`config.mk`:
```
export PLATFORM = sky130hd
export DESIGN_NAME = lsu_rresp_sram_wr_flat
export DESIGN_NICKNAME = d
export VERILOG_FILES = /design/src/rtl/lsu_rresp_sram_wr_if.sv /design/src/rtl/lsu_rresp_sram_wr.sv /design/src/flat_wrapper.sv
export SDC_FILE = /design/constraint.sdc
export NUM_CORES = 1
export LEC_CHECK = 0
export ABC_CLOCK_PERIOD_IN_PS = 3250
export BUFFER_PORTS_ARGS = -buffer_cell sky130_fd_sc_hd__buf_4
export CORE_MARGIN = 3
export CORE_UTILIZATION = 32
export DETAILED_ROUTE_END_ITERATION = 7
export SYNTH_ARGS = -nofsm -noshare
export SYNTH_HDL_FRONTEND = slang
export SYNTH_SLANG_ARGS = --single-unit
```
`constraint.sdc`:
```
create_clock -name clk -period 3.25 [get_ports clk]
set_input_delay 0.325 -clock clk [delete_from_list [all_inputs] [get_ports clk]]
set_output_delay 0.325 -clock clk [all_outputs]
set_load 0.02 [all_outputs]
```
`src/rtl/lsu_rresp_sram_wr_if.sv`:
```
// lsu_rresp_sram_wr_if: command, AXI read-response, SRAM-write and completion signals of lsu_rresp_sram_wr.
interface lsu_rresp_sram_wr_if #(
    parameter int ID_WIDTH    = 8,
    parameter int DATA_WIDTH  = 64,
    parameter int SADDR_WIDTH = 12
);
    logic                   cmd_vld;
    logic [3:0]             cmd_rid;
    logic [SADDR_WIDTH-1:0] cmd_sram_addr;
    logic [7:0]             cmd_beats;
    logic                   cmd_rdy;
    logic                   axi_lsu_rvld;
    logic [ID_WIDTH-1:0]    axi_lsu_rid;
    logic [DATA_WIDTH-1:0]  axi_lsu_rdata;
    logic [1:0]             axi_lsu_rresp;
    logic                   axi_lsu_rlast;
    logic                   lsu_axi_rrdy;
    logic                   sram_we;
    logic [SADDR_WIDTH-1:0] sram_waddr;
    logic [DATA_WIDTH-1:0]  sram_wdata;
    logic                   sram_wrdy;
    logic                   done_vld;
    logic [3:0]             done_rid;
    logic                   done_err;
    logic                   idle;

    modport master (
        output cmd_vld, cmd_rid, cmd_sram_addr, cmd_beats,
        output axi_lsu_rvld, axi_lsu_rid, axi_lsu_rdata, axi_lsu_rresp, axi_lsu_rlast,
        output sram_wrdy,
        input  cmd_rdy, lsu_axi_rrdy, sram_we, sram_waddr, sram_wdata,
        input  done_vld, done_rid, done_err, idle
    );

    modport slave (
        input  cmd_vld, cmd_rid, cmd_sram_addr, cmd_beats,
        input  axi_lsu_rvld, axi_lsu_rid, axi_lsu_rdata, axi_lsu_rresp, axi_lsu_rlast,
        input  sram_wrdy,
        output cmd_rdy, lsu_axi_rrdy, sram_we, sram_waddr, sram_wdata,
        output done_vld, done_rid, done_err, idle
    );
endinterface

```
`src/rtl/lsu_rresp_sram_wr.sv`:
```
// lsu_rresp_sram_wr: writes AXI read-response beats into local SRAM via a 16-entry tag table.
// Define LSU_RRESP_BEAT_CHK_EN to flag beat-count mismatches against the commanded length.
module lsu_rresp_sram_wr #(
    parameter int ID_WIDTH    = 8,
    parameter int DATA_WIDTH  = 64,
    parameter int SADDR_WIDTH = 12,
    parameter int NUM_TAG     = 16
) (
    input logic             clk,
    input logic             rst_n,
    lsu_rresp_sram_wr_if.slave bus
);
    typedef enum logic {FREE, ACTIVE} tag_st_e;

    tag_st_e                st_q   [NUM_TAG];
    tag_st_e                st_d   [NUM_TAG];
    logic [SADDR_WIDTH-1:0] addr_q [NUM_TAG];
    logic [SADDR_WIDTH-1:0] addr_d [NUM_TAG];
    logic                   err_q  [NUM_TAG];
    logic                   err_d  [NUM_TAG];
`ifdef LSU_RRESP_BEAT_CHK_EN
    logic [7:0]             rem_q  [NUM_TAG];
    logic [7:0]             rem_d  [NUM_TAG];
`endif

    logic                   pend_vld;
    logic [SADDR_WIDTH-1:0] pend_addr;
    logic [DATA_WIDTH-1:0]  pend_data;
    logic                   done_vld_q;
    logic [3:0]             done_rid_q;
    logic                   done_err_q;

    logic [3:0] idx;
    logic       rrdy;
    logic       cmd_go;
    logic       acc;
    logic       hit;
    logic       beat_err;
    logic       beat_wr;
    logic       any_act;
    logic       unused_bits;

    assign idx    = bus.axi_lsu_rid[3:0];
    assign rrdy   = ~pend_vld | bus.sram_wrdy;
    assign acc    = bus.axi_lsu_rvld & rrdy;
    assign hit    = st_q[idx] == ACTIVE;
    assign cmd_go = bus.cmd_vld & (st_q[bus.cmd_rid] == FREE);

`ifdef LSU_RRESP_BEAT_CHK_EN
    // a non-last beat past the commanded length is flagged and dropped
    assign beat_err    = (bus.axi_lsu_rresp != 2'd0) |
                         (bus.axi_lsu_rlast ? rem_q[idx] != 8'd0 : rem_q[idx] == 8'd0);
    assign beat_wr     = acc & hit & (bus.axi_lsu_rlast | rem_q[idx] != 8'd0);
    assign unused_bits = ^bus.axi_lsu_rid[ID_WIDTH-1:4];
`else
    assign beat_err    = bus.axi_lsu_rresp != 2'd0;
    assign beat_wr     = acc & hit;
    assign unused_bits = ^{bus.axi_lsu_rid[ID_WIDTH-1:4], bus.cmd_beats};
`endif

    always_comb begin
        st_d    = st_q;
        addr_d  = addr_q;
        err_d   = err_q;
`ifdef LSU_RRESP_BEAT_CHK_EN
        rem_d   = rem_q;
`endif
        any_act = 1'b0;
        for (int i = 0; i < NUM_TAG; i++) any_act = any_act | (st_q[i] == ACTIVE);
        // cmd only allocates a FREE tag, and beats only update ACTIVE ones, so they never collide
        if (cmd_go) begin
            st_d[bus.cmd_rid]   = ACTIVE;
            addr_d[bus.cmd_rid] = bus.cmd_sram_addr;
            err_d[bus.cmd_rid]  = 1'b0;
`ifdef LSU_RRESP_BEAT_CHK_EN
            rem_d[bus.cmd_rid]  = bus.cmd_beats;
`endif
        end
        if (acc && hit) begin
            err_d[idx]  = err_q[idx] | beat_err;
            addr_d[idx] = beat_wr ? addr_q[idx] + SADDR_WIDTH'(1) : addr_q[idx];
`ifdef LSU_RRESP_BEAT_CHK_EN
            rem_d[idx]  = rem_q[idx] - 8'(rem_q[idx] != 8'd0);
`endif
            st_d[idx]   = bus.axi_lsu_rlast ? FREE : ACTIVE;
        end
    end

    always_ff @(posedge clk) begin
        if (rst_n) begin
            for (int i = 0; i < NUM_TAG; i++) begin
                st_q[i]   <= FREE;
                addr_q[i] <= '0;
                err_q[i]  <= 1'b0;
`ifdef LSU_RRESP_BEAT_CHK_EN
                rem_q[i]  <= 8'd0;
`endif
            end
            pend_vld   <= 1'b0;
            pend_addr  <= '0;
            pend_data  <= '0;
            done_vld_q <= 1'b0;
            done_rid_q <= 4'd0;
            done_err_q <= 1'b0;
        end else begin
            st_q   <= st_d;
            addr_q <= addr_d;
            err_q  <= err_d;
`ifdef LSU_RRESP_BEAT_CHK_EN
            rem_q  <= rem_d;
`endif
            if (beat_wr) begin
                pend_vld  <= 1'b1;
                pend_addr <= addr_q[idx];
                pend_data <= bus.axi_lsu_rdata;
            end else if (bus.sram_wrdy) begin
                pend_vld  <= 1'b0;
            end
            // unknown-tag beats complete immediately with an error
            done_vld_q <= acc & (~hit | bus.axi_lsu_rlast);
            if (acc) begin
                done_rid_q <= idx;
                done_err_q <= ~hit | err_q[idx] | beat_err;
            end
        end
    end

    assign bus.cmd_rdy      = st_q[bus.cmd_rid] == FREE;
    assign bus.lsu_axi_rrdy = rrdy;
    assign bus.sram_we      = pend_vld;
    assign bus.sram_waddr   = pend_addr;
    assign bus.sram_wdata   = pend_data;
    assign bus.done_vld     = done_vld_q;
    assign bus.done_rid     = done_rid_q;
    assign bus.done_err     = done_err_q;
    assign bus.idle         = ~any_act & ~pend_vld;
endmodule

```
`src/flat_wrapper.sv`:
```
// flat-port wrapper written by rule: the top's interface ports become plain ports
module lsu_rresp_sram_wr_flat 
#(
    parameter int ID_WIDTH    = 8,
    parameter int DATA_WIDTH  = 64,
    parameter int SADDR_WIDTH = 12,
    parameter int NUM_TAG     = 16
)
  (clk, rst_n, bus_cmd_vld, bus_cmd_rid, bus_cmd_sram_addr, bus_cmd_beats, bus_axi_lsu_rvld, bus_axi_lsu_rid, bus_axi_lsu_rdata, bus_axi_lsu_rresp, bus_axi_lsu_rlast, bus_sram_wrdy, bus_cmd_rdy, bus_lsu_axi_rrdy, bus_sram_we, bus_sram_waddr, bus_sram_wdata, bus_done_vld, bus_done_rid, bus_done_err, bus_idle);
  lsu_rresp_sram_wr_if #(.ID_WIDTH(ID_WIDTH), .DATA_WIDTH(DATA_WIDTH), .SADDR_WIDTH(SADDR_WIDTH)) bus_i ();
  input logic clk;
  input logic rst_n;
  input wire logic [$bits(bus_i.cmd_vld)-1:0] bus_cmd_vld;
  input wire logic [$bits(bus_i.cmd_rid)-1:0] bus_cmd_rid;
  input wire logic [$bits(bus_i.cmd_sram_addr)-1:0] bus_cmd_sram_addr;
  input wire logic [$bits(bus_i.cmd_beats)-1:0] bus_cmd_beats;
  input wire logic [$bits(bus_i.axi_lsu_rvld)-1:0] bus_axi_lsu_rvld;
  input wire logic [$bits(bus_i.axi_lsu_rid)-1:0] bus_axi_lsu_rid;
  input wire logic [$bits(bus_i.axi_lsu_rdata)-1:0] bus_axi_lsu_rdata;
  input wire logic [$bits(bus_i.axi_lsu_rresp)-1:0] bus_axi_lsu_rresp;
  input wire logic [$bits(bus_i.axi_lsu_rlast)-1:0] bus_axi_lsu_rlast;
  input wire logic [$bits(bus_i.sram_wrdy)-1:0] bus_sram_wrdy;
  output wire logic [$bits(bus_i.cmd_rdy)-1:0] bus_cmd_rdy;
  output wire logic [$bits(bus_i.lsu_axi_rrdy)-1:0] bus_lsu_axi_rrdy;
  output wire logic [$bits(bus_i.sram_we)-1:0] bus_sram_we;
  output wire logic [$bits(bus_i.sram_waddr)-1:0] bus_sram_waddr;
  output wire logic [$bits(bus_i.sram_wdata)-1:0] bus_sram_wdata;
  output wire logic [$bits(bus_i.done_vld)-1:0] bus_done_vld;
  output wire logic [$bits(bus_i.done_rid)-1:0] bus_done_rid;
  output wire logic [$bits(bus_i.done_err)-1:0] bus_done_err;
  output wire logic [$bits(bus_i.idle)-1:0] bus_idle;
  assign bus_i.cmd_vld = bus_cmd_vld;
  assign bus_i.cmd_rid = bus_cmd_rid;
  assign bus_i.cmd_sram_addr = bus_cmd_sram_addr;
  assign bus_i.cmd_beats = bus_cmd_beats;
  assign bus_i.axi_lsu_rvld = bus_axi_lsu_rvld;
  assign bus_i.axi_lsu_rid = bus_axi_lsu_rid;
  assign bus_i.axi_lsu_rdata = bus_axi_lsu_rdata;
  assign bus_i.axi_lsu_rresp = bus_axi_lsu_rresp;
  assign bus_i.axi_lsu_rlast = bus_axi_lsu_rlast;
  assign bus_i.sram_wrdy = bus_sram_wrdy;
  assign bus_cmd_rdy = bus_i.cmd_rdy;
  assign bus_lsu_axi_rrdy = bus_i.lsu_axi_rrdy;
  assign bus_sram_we = bus_i.sram_we;
  assign bus_sram_waddr = bus_i.sram_waddr;
  assign bus_sram_wdata = bus_i.sram_wdata;
  assign bus_done_vld = bus_i.done_vld;
  assign bus_done_rid = bus_i.done_rid;
  assign bus_done_err = bus_i.done_err;
  assign bus_idle = bus_i.idle;
  lsu_rresp_sram_wr #(.ID_WIDTH(ID_WIDTH), .DATA_WIDTH(DATA_WIDTH), .SADDR_WIDTH(SADDR_WIDTH), .NUM_TAG(NUM_TAG)) u_core (.clk(clk), .rst_n(rst_n), .bus(bus_i));
endmodule
```
[After elaboration in Yosys (flattened, before gate mapping)]
Cells that the tools add are included.
W data, S select, Z words.
Word-level totals
  flip-flop bits (word level): 307
  output and inout port bits: 86
  logic and storage cells: 132
Operators by class
  add/sub/neg operators: 1
  order comparisons: 4
  multiplexer cells: 34
  bitwise operators: 34
  reduce and logical (&&, ||, !) cells: 5
Operators by type and width (number)
  $bwmux W192: 2
  $mux W192: 2
  $demux W12 S4: 2
  $mux W16: 4
  $mux W12: 5
  $bmux W12 S4: 1
  $bwmux W16: 2
  $or A1 B1 Y1: 20
  $and A16 B16 Y16: 1
  $not A16 Y16: 1
  $or A16 B16 Y16: 1
  $add A12 B1 Y12 const B: 1
  $bmux W1 S4: 3
  $mux W1: 11
  $ge A5 B5 Y1 const B: 2
  $lt A5 B1 Y1 const B: 2
  $not A4 Y5: 2
  $demux W1 S4: 2
  $and A1 B1 Y1: 5
  $not A1 Y1: 4
  $reduce_bool A2 Y1: 2
  $logic_and A1 B1 Y1: 3

[Logic depth before layout (Yosys ltp)]
  word-level depth: 17
  depth in mapped cells: 13

[Worst setup path before layout]
No wires, ideal clock.
  path kind: input -> register
  from: in bus_axi_lsu_rid[0]
  to: reg u_core.addr_q[47] (netlist name)
  setup time: 137 ps
  arrival time: 2527 ps
  path slack: 586 ps
  cell stages on the path: 9
  path through: buf_6 > buf_12 > buf_6 > buf_2 > mux4_2 > mux4_2 > xnor2_2 > buf_6 > a211oi_2
Between the ends
  longest elaborated chain between the ends: 8
  elaborated cells on any way between the ends: 18
  classes of those cells: add/sub (1); order compare (2); mux (11); bitwise (2); reduce/logical (2)
RTL lines
  start, declared: line flat_wrapper.sv:18  | input wire logic [$bits(bus_i.axi_lsu_rid)-1:0] bus_axi_lsu_rid;
  $not A4 Y5 *: line lsu_rresp_sram_wr.sv:46, lsu_rresp_sram_wr.sv:81
  $bmux W12 S4 or $bmux W1 S4 (tied branches): line lsu_rresp_sram_wr.sv:81, lsu_rresp_sram_wr.sv:46
  $mux W12 (not written as such) or $mux W1 (tied branches) (2 in a row): line lsu_rresp_sram_wr.sv:81, lsu_rresp_sram_wr.sv:46
  $add A12 B1 Y12 or $and A1 B1 Y1 (tied branches): line lsu_rresp_sram_wr.sv:81, lsu_rresp_sram_wr.sv:57
  $mux W12: line lsu_rresp_sram_wr.sv:81  | addr_d[idx] = beat_wr ? addr_q[idx] + SADDR_WIDTH'(1) : addr_q[idx];
  $bwmux W192: line lsu_rresp_sram_wr.sv:81
  $mux W192 *: line lsu_rresp_sram_wr.sv:79  | if (acc && hit) begin
  end signal, assigned: line lsu_rresp_sram_wr.sv:107  | addr_q <= addr_d;
  end, declared: line lsu_rresp_sram_wr.sv:17  | logic [SADDR_WIDTH-1:0] addr_q [NUM_TAG];
Mark *: on every way between the ends. The rest lies on a longest branch, timed or not. The select of a mux whose other input is x is not followed.
A chain may end at the register's enable or synchronous reset.

[Worst setup path after layout]
  from: reg u_core.pend_vld (netlist: u_core.bus.sram_we)
  to: reg u_core.addr_q[191] (netlist name)
Between the ends
  longest elaborated chain between the ends: 7
  elaborated cells on any way between the ends: 8
  classes of those cells: mux (3); bitwise (4); reduce/logical (1)
RTL lines
  start, declared: line lsu_rresp_sram_wr.sv:26  | logic pend_vld;
  start signal, assigned: line lsu_rresp_sram_wr.sv:99  | pend_vld <= 1'b0;
  start signal, assigned: line lsu_rresp_sram_wr.sv:113  | pend_vld <= 1'b1;
  start signal, assigned: line lsu_rresp_sram_wr.sv:117  | pend_vld <= 1'b0;
  $not A1 Y1 *: line lsu_rresp_sram_wr.sv:44  | assign rrdy = ~pend_vld | bus.sram_wrdy;
  $or A1 B1 Y1 *: line lsu_rresp_sram_wr.sv:44
  $and A1 B1 Y1 *: line lsu_rresp_sram_wr.sv:45  | assign acc = bus.axi_lsu_rvld & rrdy;
  $and A1 B1 Y1: line lsu_rresp_sram_wr.sv:57  | assign beat_wr = acc & hit;
  $mux W12: line lsu_rresp_sram_wr.sv:81
  $bwmux W192: line lsu_rresp_sram_wr.sv:81
  $mux W192 *: line lsu_rresp_sram_wr.sv:79
Mark *: on every way between the ends. The rest lies on a longest branch, timed or not.

==> flow_metrics.py <==
metrics = {
    "global_routing": {
        "antenna_found_initial": 0,
        "grt_overflow_total": 0,
        "grt_max_degree": 110,
        "first_global_vias": 12900,
        "grt_pass1_wl_um": 77500,
        "groute.usage.overall": 0.197,
    },
    "power": {
        "ir_worst_vdd_v": 0.000268,
        "p_per_area_mw_per_mm2": 473,
        "leakage_uw": 0.00701,
    },
    "setup_path": {
        "worst-path-max-fanout": 16,
        "worstSetupPathType": "reg2reg",
        "cp_slowest_cell": "o22ai_1",
        "end_kind": "flip-flop",
        "regToRegSetupSlack_ns": 0.44,
        "slowest_delay_ns": 0.58,
        "start_kind": "flip-flop",
        "cp.required_ns": 3.71,
        "reg2reg_depth": 8,
        "reg2reg_from": "u_core.bus.sram_we$_SDFFE_PP0P_",
        "path_cells": "nand2b_1, nand4_1, o22ai_1, o2111ai_4, nor4_4, xnor2_2, buf_12, a211oi_1",
        "r2r-end": "u_core.addr_q[191]$_SDFF_PP0_",
        "cp_data_arrival_time_ns": 3.26,
    },
    "synth": {
        "synth_edf_count": 0,
        "yosysMostFrequentCell": "dfxtp_1",
        "synth_cell_type_count": 62,
        "synthArstFlopShare": 0,
        "yosysTopAreaCellShare": 0.401,
        "ys_top_cells_by_area": "dfxtp_1 40%, a211oi_1 12%, mux4_2 9.0%",
        "synth_top_cell_by_area": "dfxtp_1",
        "syn_avg_cell_area_um2": 9.52,
        "seq_area_frac_synth": 0.401,
        "synthesis.area_mm2": 0.0153,
        "synth_ff_type": "dfxtp_1",
        "netlist_instances": 1609,
        "synth_commonest_cells": "307 x dfxtp_1, 238 x a211oi_1, 185 x nand2_1, 132 x a21oi_1, 125 x nor2_1",
        "synth-seq-cells": 307,
        "synth_nets": 1714,
        "ys_warn_count": 0,
    },
    "sta": {
        "hold_violations": 0,
        "worstMarginPinSlew_ns": 0.811,
        "tns_ns": 0,
        "finClkSkew_ns": 0.0246,
        "min_period_over_period": 0.863,
        "rsz0062_at_grt": "no",
        "maxSlewHeadroom": 0.459,
        "fin_crit_ns": 2.81,
        "finalMaxSlewViolations": 0,
        "fmax_ghz": 0.356,
        "finalSetupViolCount": 0,
    },
    "route": {
        "wl_um": 51800,
        "dr.first_iter.drc_count": 1124,
        "ant_nets": 0,
        "avgViaCountPerCell": 5.62,
        "drc_errors": 0,
        "wl_per_cell_um": 21.8,
        "route.vias.total": 13400,
        "drtPass1Iterations": 5,
    },
    "job": {
        "maxCapViolations": 0,
    },
    "clocking": {
        "clock-sinks": 307,
        "clock_latency_ns": 0.55,
        "htreeDepth": 2,
        "clockRootBuffer": "clkbuf_16",
        "numCtsBuffers": 35,
        "cts_resized": 0,
        "cts_tree": "done",
        "clock_path_buffers": 3,
        "clk_pin_slew_worst_paths_ns": 0.06,
        "postCtsSetupBuffers": 0,
        "ctsHoldBuffers": 0,
    },
    "floorplan": {
        "die_w_um": 225,
        "fp.coreArea_mm2": 0.0470,
        "ios": 190,
        "die_h_um": 225,
        "start_util": 0.326,
        "die-area_mm2": 0.0505,
        "fp-row-count": 79,
    },
    "min_path": {
        "hp-start": "bus_axi_lsu_rdata[56]",
        "min_path_type": "in2reg",
        "min_to": "u_core.bus.sram_wdata[56]$_SDFFE_PP0P_",
        "worstHoldPathCells": 3,
    },
    "place": {
        "gp_congestion": 0.845,
        "dp.final_hpwl_um": 34100,
        "place_inst": 2320,
        "portBuffers": 177,
    },
    "cells_and_area": {
        "fin_cells": 2379,
        "area_delta_synth_final_pct": 22.3,
        "nets": 1855,
        "drive_above_1_share": 0.260,
        "antenna_cells": 0,
    },
    "status": {
        "status": "finished clean",
    },
}
[where the power goes]
group	switching, uW	internal (uW)	leakage [uW]
combinational	501	344	0.00394
clock	1610	2520	0.000581
sequential	44.6	3850	0.00248
total	2160	6710	0.00701
[flip-flops by register name (all words and copies together), names as in the netlist]
register               flops
u_core.addr_q            192
u_core.bus.sram_wdata     64
u_core.err_q              16
u_core.st_q               16
u_core.bus.sram_waddr     12
u_core.bus.done_rid        4
u_core.bus.done_err        1
u_core.bus.done_vld        1
u_core.bus.sram_we         1
[through the flow]
stage | utilization | setup slack (ns) | total power, uW | instance area, um^2 | hold WS, ns
after global placement | 0.374 | 0.201 | 4800 | 17600 | 0.441
after detailed placement | 0.374 | 0.193 | 4810 | 17600 | 0.444
after CTS | 0.399 | 0.450 | 8940 | 18700 | 0.00374
after floorplan | - | 0.586 | 4470 | 15300 | 0.445
after global routing | 0.399 | 0.268 | 9150 | 18700 | 0.0280
final | 0.399 | 0.444 | 8860 | 18700 | 0.0346
[worst max-delay path, delay by kind of cell (launching register included)]
family / cells / cell delay, ns
XOR/XNOR: 1 / 0.15
AND/OR/NAND/NOR: 3 / 0.87
AO/OA/AOI/OAI: 3 / 1.12
flip-flops: 1 / 0.41
buffers and inverters: 1 / 0.18
[layout by cell type (no fill, tap or decap), types with 7 or more instances in the layout]
| master | synthesis | final |
|---|---|---|
| clkbuf_16 | 0 | 37 |
| mux4_2 | 61 | 61 |
| mux2i_1 | 103 | 103 |
| xnor2_2 | 9 | 9 |
| buf_4 | 17 | 250 |
| inv_1 | 7 | 7 |
| or3_1 | 7 | 7 |
| a22oi_1 | 11 | 11 |
| nor2_1 | 125 | 117 |
| a21oi_1 | 132 | 132 |
| nor3_2 | 5 | 9 |
| dfxtp_1 | 307 | 307 |
| a21oi_2 | 12 | 12 |
| nand2b_1 | 7 | 7 |
| nand3_1 | 8 | 8 |
| a21o_1 | 45 | 45 |
| nor2b_1 | 93 | 93 |
| a211oi_2 | 8 | 8 |
| nor2_2 | 0 | 7 |
| clkbuf_1 | 100 | 7 |
| nand2_1 | 185 | 185 |
| a211oi_1 | 238 | 238 |
| buf_12 | 3 | 18 |
| nand3b_1 | 7 | 7 |
| mux2_2 | 8 | 8 |
[worst max path at each step]
stage | from | endpoint | slack, ns | depth (start not counted)
after floorplan | bus_axi_lsu_rid[0] | u_core.addr_q[47]$_SDFF_PP0_ | 0.59 | 9
after global placement | bus_axi_lsu_rid[1] | u_core.addr_q[140]$_SDFF_PP0_ | 0.20 | 11
after detailed placement | bus_axi_lsu_rid[0] | u_core.addr_q[174]$_SDFF_PP0_ | 0.19 | 11
after CTS | u_core.bus.sram_we$_SDFFE_PP0P_ | u_core.addr_q[191]$_SDFF_PP0_ | 0.45 | 8
after global routing | u_core.bus.sram_we$_SDFFE_PP0P_ | u_core.addr_q[141]$_SDFF_PP0_ | 0.27 | 9
final | u_core.bus.sram_we$_SDFFE_PP0P_ | u_core.addr_q[191]$_SDFF_PP0_ | 0.44 | 8
[routing by layer]
layer,wire (um),global-route usage
met5,0,0
met4,1340,0.0648
met3,4120,0.0462
met2,24400,0.328
met1,21900,0.254
[area by class of cell]
type,count,area (um^2)
sequential,307,6150
clock inverter,13,198
timing repair buffer,269,2250
clock buffer,46,980
tap,607,759
multi-input combinational,1127,8360
inverter,10,37.5
fill,4555,28200
[logic make-up (layout without fill, tap and decap cells)]
kind of cell    count (synthesis)  in the layout  share of synthesized area
flops                         307            307                      0.401
xor+xnor                       10             10                     0.0101
simple gates                  481            481                      0.152
fa+ha+maj                       1              1                   0.000817
compound gates                459            459                      0.210
buf+inv                       175            338                     0.0568
mux                           176            176                      0.169
Power figures use the tool's default switching activity.
